==> src/rtl/video_pkg.sv <==
`default_nettype none
// ============================================================================
//  Module      : video_pkg
//  Description : Shared types and defaults for the display pixel stream:
//                raster size defaults, the pixel bundle carried on the
//                sx/sy/de/RGB interface, the monitor state encoding and a
//                colour-sum helper.
//  Revision    : 1.0 - initial release
// ============================================================================
package video_pkg;

  localparam int H_RES_DEF = 640;
  localparam int V_RES_DEF = 480;
  localparam int CW_DEF    = 10;

  // One sample of the pixel stream as seen on the wire.
  typedef struct packed {
    logic [CW_DEF-1:0] sx;
    logic [CW_DEF-1:0] sy;
    logic              de;
    logic [7:0]        r;
    logic [7:0]        g;
    logic [7:0]        b;
  } pixel_t;

  typedef enum logic [0:0] {
    SEARCH = 1'b0,
    LOCKED = 1'b1
  } mon_state_t;

  // r+g+b of one pixel; 10 bits hold the worst case 3*255.
  function automatic logic [9:0] rgb_sum(input logic [7:0] r,
                                         input logic [7:0] g,
                                         input logic [7:0] b);
    return {2'b00, r} + {2'b00, g} + {2'b00, b};
  endfunction

endpackage
`default_nettype wire

==> src/rtl/raster_counter.sv <==
`default_nettype none
// ============================================================================
//  Module      : raster_counter
//  Description : Expected-coordinate (ex, ey) counter walking the active
//                raster in row-major order.
//  Ports       : clk, rst     - clock, asynchronous active-high reset
//                i_clr        - return to the origin
//                i_adv        - advance one pixel (with i_clr: origin was
//                               just consumed, so land on (1,0))
//                o_ex, o_ey   - expected coordinate of the next pixel
//                o_last       - (ex,ey) is the final pixel of the frame
//  Revision    : 1.0 - initial release
// ============================================================================
module raster_counter #(
  parameter int H_RES = 640,
  parameter int V_RES = 480,
  parameter int CW    = 10
) (
  input  logic          clk,
  input  logic          rst,
  input  logic          i_clr,
  input  logic          i_adv,
  output logic [CW-1:0] o_ex,
  output logic [CW-1:0] o_ey,
  output logic          o_last
);

  localparam logic [CW-1:0] C_LAST_X = CW'(H_RES - 1);
  localparam logic [CW-1:0] C_LAST_Y = CW'(V_RES - 1);

  logic [CW-1:0] ex_q, ex_d;
  logic [CW-1:0] ey_q, ey_d;

  always_comb begin
    ex_d = ex_q;
    ey_d = ey_q;
    if (i_clr) begin
      ex_d = i_adv ? CW'(1) : '0;
      ey_d = '0;
    end else if (i_adv) begin
      if (ex_q == C_LAST_X) begin
        ex_d = '0;
        ey_d = (ey_q == C_LAST_Y) ? '0 : ey_q + CW'(1);
      end else begin
        ex_d = ex_q + CW'(1);
      end
    end
  end

  always_ff @(posedge clk or posedge rst) begin
    if (rst) begin
      ex_q <= '0;
      ey_q <= '0;
    end else begin
      ex_q <= ex_d;
      ey_q <= ey_d;
    end
  end

  assign o_ex   = ex_q;
  assign o_ey   = ey_q;
  assign o_last = (ex_q == C_LAST_X) && (ey_q == C_LAST_Y);

endmodule
`default_nettype wire

==> src/rtl/pixel_stream_monitor.sv <==
`default_nettype none
// ============================================================================
//  Module      : pixel_stream_monitor
//  Description : Sink for the display pixel stream. Locks onto the raster,
//                checks that active pixels arrive in strict raster order and
//                reports a per-frame r+g+b checksum, frame count and
//                sequence-error count.
//  Ports       : clk_pix, sim_rst          - pixel clock, async high reset
//                sdl_sx/sy/de/r/g/b        - incoming pixel stream
//                locked                    - tracking a frame
//                frame_done, frame_sum     - clean-frame pulse and checksum
//                frame_cnt                 - completed frames (wrapping)
//                err, err_cnt              - sequence-error pulse and count
//                                            (saturating)
//  Pipeline    : inputs registered at edge T, FSM/accumulator update at
//                T+1, outputs registered at T+2.
//  Revision    : 1.0 - initial release
// ============================================================================
module pixel_stream_monitor
  import video_pkg::*;
#(
  parameter int H_RES = H_RES_DEF,
  parameter int V_RES = V_RES_DEF,
  parameter int CW    = CW_DEF      // must equal CW_DEF (pixel_t width)
) (
  input  logic          clk_pix,
  input  logic          sim_rst,
  input  logic [CW-1:0] sdl_sx,
  input  logic [CW-1:0] sdl_sy,
  input  logic          sdl_de,
  input  logic [7:0]    sdl_r,
  input  logic [7:0]    sdl_g,
  input  logic [7:0]    sdl_b,
  output logic          locked,
  output logic          frame_done,
  output logic [31:0]   frame_sum,
  output logic [15:0]   frame_cnt,
  output logic          err,
  output logic [15:0]   err_cnt
);

  // Stage 1: input register
  pixel_t     in_q, in_d;

  // Stage 2: FSM, accumulator and completion/error events
  mon_state_t state_q, state_d;
  logic [31:0] acc_q, acc_d;
  logic        done_ev_q, done_ev_d;
  logic        err_ev_q, err_ev_d;
  logic [31:0] sum_ev_q, sum_ev_d;

  // Output registers
  logic        locked_q, locked_d;
  logic        frame_done_q, frame_done_d;
  logic [31:0] frame_sum_q, frame_sum_d;
  logic [15:0] frame_cnt_q, frame_cnt_d;
  logic        err_q, err_d;
  logic [15:0] err_cnt_q, err_cnt_d;

  logic          rc_clr, rc_adv, rc_last;
  logic [CW-1:0] rc_ex, rc_ey;

  raster_counter #(
    .H_RES (H_RES),
    .V_RES (V_RES),
    .CW    (CW)
  ) u_raster_counter (
    .clk    (clk_pix),
    .rst    (sim_rst),
    .i_clr  (rc_clr),
    .i_adv  (rc_adv),
    .o_ex   (rc_ex),
    .o_ey   (rc_ey),
    .o_last (rc_last)
  );

  logic [31:0] px_sum;
  logic        px_origin;
  logic        px_match;

  always_comb begin
    in_d.sx = sdl_sx;
    in_d.sy = sdl_sy;
    in_d.de = sdl_de;
    in_d.r  = sdl_r;
    in_d.g  = sdl_g;
    in_d.b  = sdl_b;

    px_sum    = {22'd0, rgb_sum(in_q.r, in_q.g, in_q.b)};
    px_origin = (in_q.sx == '0) && (in_q.sy == '0);
    // ex/ey never leave the active area, so out-of-range coordinates can
    // never match and fall into the error path automatically.
    px_match  = (in_q.sx == rc_ex) && (in_q.sy == rc_ey);

    state_d   = state_q;
    acc_d     = acc_q;
    done_ev_d = 1'b0;
    err_ev_d  = 1'b0;
    sum_ev_d  = sum_ev_q;
    rc_clr    = 1'b0;
    rc_adv    = 1'b0;

    if (in_q.de) begin
      if (state_q == SEARCH) begin
        if (px_origin) begin
          acc_d   = px_sum;
          rc_clr  = 1'b1;
          rc_adv  = 1'b1;
          state_d = LOCKED;
        end
      end else if (px_match) begin
        if (rc_last) begin
          sum_ev_d  = acc_q + px_sum;
          done_ev_d = 1'b1;
          acc_d     = '0;
          rc_clr    = 1'b1;
        end else begin
          acc_d  = acc_q + px_sum;
          rc_adv = 1'b1;
        end
      end else begin
        err_ev_d = 1'b1;
        if (px_origin) begin
          // The offending pixel is itself a valid frame start: relock on it.
          acc_d  = px_sum;
          rc_clr = 1'b1;
          rc_adv = 1'b1;
        end else begin
          acc_d   = '0;
          rc_clr  = 1'b1;
          state_d = SEARCH;
        end
      end
    end

    locked_d     = (state_q == LOCKED);
    frame_done_d = done_ev_q;
    err_d        = err_ev_q;
    frame_sum_d  = done_ev_q ? sum_ev_q : frame_sum_q;
    frame_cnt_d  = frame_cnt_q + {15'd0, done_ev_q};
    err_cnt_d    = (err_ev_q && (err_cnt_q != 16'hFFFF)) ? err_cnt_q + 16'd1
                                                         : err_cnt_q;
  end

  always_ff @(posedge clk_pix or posedge sim_rst) begin
    if (sim_rst) begin
      in_q         <= '0;
      state_q      <= SEARCH;
      acc_q        <= '0;
      done_ev_q    <= 1'b0;
      err_ev_q     <= 1'b0;
      sum_ev_q     <= '0;
      locked_q     <= 1'b0;
      frame_done_q <= 1'b0;
      frame_sum_q  <= '0;
      frame_cnt_q  <= '0;
      err_q        <= 1'b0;
      err_cnt_q    <= '0;
    end else begin
      in_q         <= in_d;
      state_q      <= state_d;
      acc_q        <= acc_d;
      done_ev_q    <= done_ev_d;
      err_ev_q     <= err_ev_d;
      sum_ev_q     <= sum_ev_d;
      locked_q     <= locked_d;
      frame_done_q <= frame_done_d;
      frame_sum_q  <= frame_sum_d;
      frame_cnt_q  <= frame_cnt_d;
      err_q        <= err_d;
      err_cnt_q    <= err_cnt_d;
    end
  end

  assign locked     = locked_q;
  assign frame_done = frame_done_q;
  assign frame_sum  = frame_sum_q;
  assign frame_cnt  = frame_cnt_q;
  assign err        = err_q;
  assign err_cnt    = err_cnt_q;

endmodule
`default_nettype wire

==> config.mk <==
export PLATFORM = sky130hd
export DESIGN_NAME = pixel_stream_monitor
export DESIGN_NICKNAME = d
export VERILOG_FILES = /design/src/rtl/video_pkg.sv /design/src/rtl/raster_counter.sv /design/src/rtl/pixel_stream_monitor.sv
export SDC_FILE = /design/constraint.sdc
export NUM_CORES = 1
export LEC_CHECK = 0
export BUFFER_PORTS_ARGS = -buffer_cell sky130_fd_sc_hd__buf_4
export CAP_MARGIN = 30
export CORE_MARGIN = 2
export CORE_UTILIZATION = 58
export DETAILED_ROUTE_END_ITERATION = 10
export GPL_ROUTABILITY_DRIVEN = 0
export PLACE_DENSITY_LB_ADDON = 0.2
export REMOVE_ABC_BUFFERS = 1
export SETUP_SLACK_MARGIN = 0.15
export SYNTH_ARGS = -nofsm -noshare
export SYNTH_HDL_FRONTEND = slang
export SYNTH_SLANG_ARGS = --single-unit
export TNS_END_PERCENT = 10
==> constraint.sdc <==
create_clock -name clk_pix -period 7.8 [get_ports clk_pix]
set_input_delay 1.56 -clock clk_pix [delete_from_list [all_inputs] [get_ports clk_pix]]
set_output_delay 1.56 -clock clk_pix [all_outputs]
set_load 0.02 [all_outputs]
==> results.toml <==
[grt]
gr-total-overflow = 0
grt_pass1_vias = 6498
grtUsageTotal_pct = 23.6
grt_pass1_wl_um = 31700
grt_max_degree = 114
antenna_found_initial = 0

[synth]
synth-edff-count = 0
syn-instance-count = 855
syn-cell-area_mm2 = 0.00936
synthArstFlopShare_pct = 100
synthDistinctLibCells = 60
ys_warn_count = 0
avgSynthCellArea_um2 = 11.0
yosysSeqAreaShare_pct = 53.2
postSynthRegisterBits = 199
synth_ff_type = "dfrtp_1"

[sta]
rsz0062_at_grt = "false"
clock_skew_ps = 11.1
tightest_slew_ps = 939
timing.final.crit_share_pct = 55.7
relSlewSlack_pct = 37.3
final.min_clock_period_ps = 4350
setup_tns_ps = 0
max_freq_mhz = 230
slew_viol_final = 0
finalHoldViolCount = 0
finalSetupViolCount = 0

[route]
firstDrtPassIters = 7
wl_um = 19100
drt-wirelength-per-cell_um = 16.0
num_vias = 6788
drc = 0
drt_iter0_markers = 591
vias_per_cell = 5.69
drtAntennaViolNets = 0

[clock_network]
cts-buffers-inserted = 17
cts_tree = "built"
cts.sink_count = 199
clock_path_buffers = 2
root_buffer = "clkbuf_16"
postCtsHoldBufs = 0
clock_latency_ps = 430
cts_max_level = 4
clkTransAtPathRegs_ps = 70
post_cts_resized = 0
post-cts-setup-buffers = 0

[critical_path]
critPathCaptureType = "flop"
ff2ff_path_depth = 15
path_cells = "inv_1 -> fa_1 -> inv_1 -> ha_1 -> fa_1 -> a211oi_1 -> nor2_1 -> o21ai_0 -> xnor2_1 -> ha_1 -> nor2b_1 -> a211oi_2 -> nor3_1 -> o21ai_0 -> a22o_1"
start_kind = "flop"
crit_buf_inv = 2
cp_slowest_stage_delay_ps = 770
required_ps = 8160
rrSetupSlack_ps = 3450
path_delay_family = "compound AO/OA/AOI/OAI gates"
worstReg2RegStart = "in_q[1]"
reg2reg_to = "acc_q[16]"
critPathKind = "flop to flop"
arrival_ps = 4710
slowest_stage = "a211oi_2"
path_max_fanout = 13

[cells_and_area]
multi_input_area_mm2 = 0.00415
drive_above_1_share_pct = 20.9
mostFrequentLayoutCell = "dfrtp_1"
fillers = 1223
fin_util_pct = 69.7
area_growth_pct = 17.9
seqCellArea_mm2 = 0.00498
layout_common_cells = "dfrtp_1, buf_4, nand2_1, o21ai_0"
finalNetCount = 1044
n_antenna_cell = 0

[hold_path]
hp-start = "err_d"
hp-class = "flop to flop"
worstHoldPathCells = 0
min_to = "err"

[floorplanning]
io_pins = 114
die_area_mm2 = 0.0172
core_area_mm2 = 0.0158
num_rows = 46
die_w_um = 131
die_h_um = 131
initial_utilization_pct = 59.2

[power]
leakage_nw = 5.20
ir_drop_mv = 0.169
p_per_area_mw_per_mm2 = 191

[outcome]
outcome = "finished, final reports clean"

[placed_design]
io_buffer_count = 113
hpwl_um = 13100

[flow_run]
drv_cap = 0
-- state kept, by name (all words and copies together), names as in the netlist, 10 cells and up --
register               cells
sum_ev_q                  32
u_raster_counter.o_ex     10
u_raster_counter.o_ey     10
err_cnt                   16
in_q                      45
acc_q                     32
frame_sum                 32
frame_cnt                 16
-- logic make-up after synthesis --
logic type	after synthesis	share of synthesized area, %
simple gates	269	14.8
flops	199	53.2
compound gates	163	10.8
xor+xnor	84	7.86
buf+inv	64	2.78
mux	44	5.47
fa+ha+maj	32	5.08
-- worst max-delay path by stage --
| stage | start | endpoint | slack, ps | depth (start not counted) |
|---|---|---|---|---|
| global placement | in_q[1] | acc_q[28] | 3610 | 15 |
| finish | in_q[1] | acc_q[16] | 3450 | 15 |
| CTS | in_q[1] | acc_q[16] | 3450 | 15 |
| global route | in_q[1] | acc_q[26] | 3210 | 15 |
| floorplan | sim_rst | acc_q[0] | 810 | 1 |
| detailed placement | in_q[1] | acc_q[28] | 3530 | 15 |
-- synthesized netlist by cell type, types with 23 or more instances --
library cell / count / share of area (%)
xnor2_1: 42 / 3.9
xor2_1: 42 / 3.9
inv_1: 33 / 1.3
nand3_1: 31 / 1.7
nand2_1: 75 / 3.0
mux2_2: 33 / 4.0
nor3_1: 30 / 1.6
o21ai_0: 68 / 3.6
a21oi_1: 23 / 1.2
nor2_1: 36 / 1.4
dfrtp_1: 199 / 53
-- power breakdown --
| group | switching (mW) | internal [mW] |
|---|---|---|
| logic | 0.107 | 0.0804 |
| registers | 0.00787 | 1.04 |
| clock network | 0.384 | 0.484 |
| total | 0.499 | 1.61 |
-- worst reg2reg max path, delay by kind of cell, from the launching register on --
kind	cells	cell delay, ps
DFF	1	320
adders and majority gates	4	1500
buffers and inverters	2	100
AOI/OAI and AO/OA	5	1660
xor gates and xnor gates	1	170
and+or+nand+nor	3	530
-- area by class of cell --
type                            count  share of cell area [%]
Clock buffer                       22                    4.11
Clock inverter                     10                    1.09
Inverter                           33                    1.19
Multi-Input combinational cell    592                    37.6
Sequential cell                   199                    45.1
Tap cell                          216                    2.45
Timing Repair Buffer              122                    8.48
-- per-stage QoR --
stage	instance area, um2	std cells	setup WS [ps]	hold WS, ps	power, mW
6_report	11000	1194	3450	439	2.11
5_1_grt	11000	1194	3210	458	2.20
4_1_cts	11000	1194	3450	444	2.12
3_5_place_dp	10500	1162	3530	428	1.26
3_3_place_gp	10400	1160	3610	418	1.25
2_1_floorplan	9230	824	814	392	1.20
-- metal layers --
metal / track usage (%) / wire length (um) / up-vias
met5: 0 / 0 / -
met4: 8.64 / 365 / 0
met3: 4.18 / 830 / 32
met2: 37.9 / 9220 / 190
met1: 32.7 / 8730 / 3309
li1: - / - / 3257
Note: power is estimated with default switching activity, not from simulation.
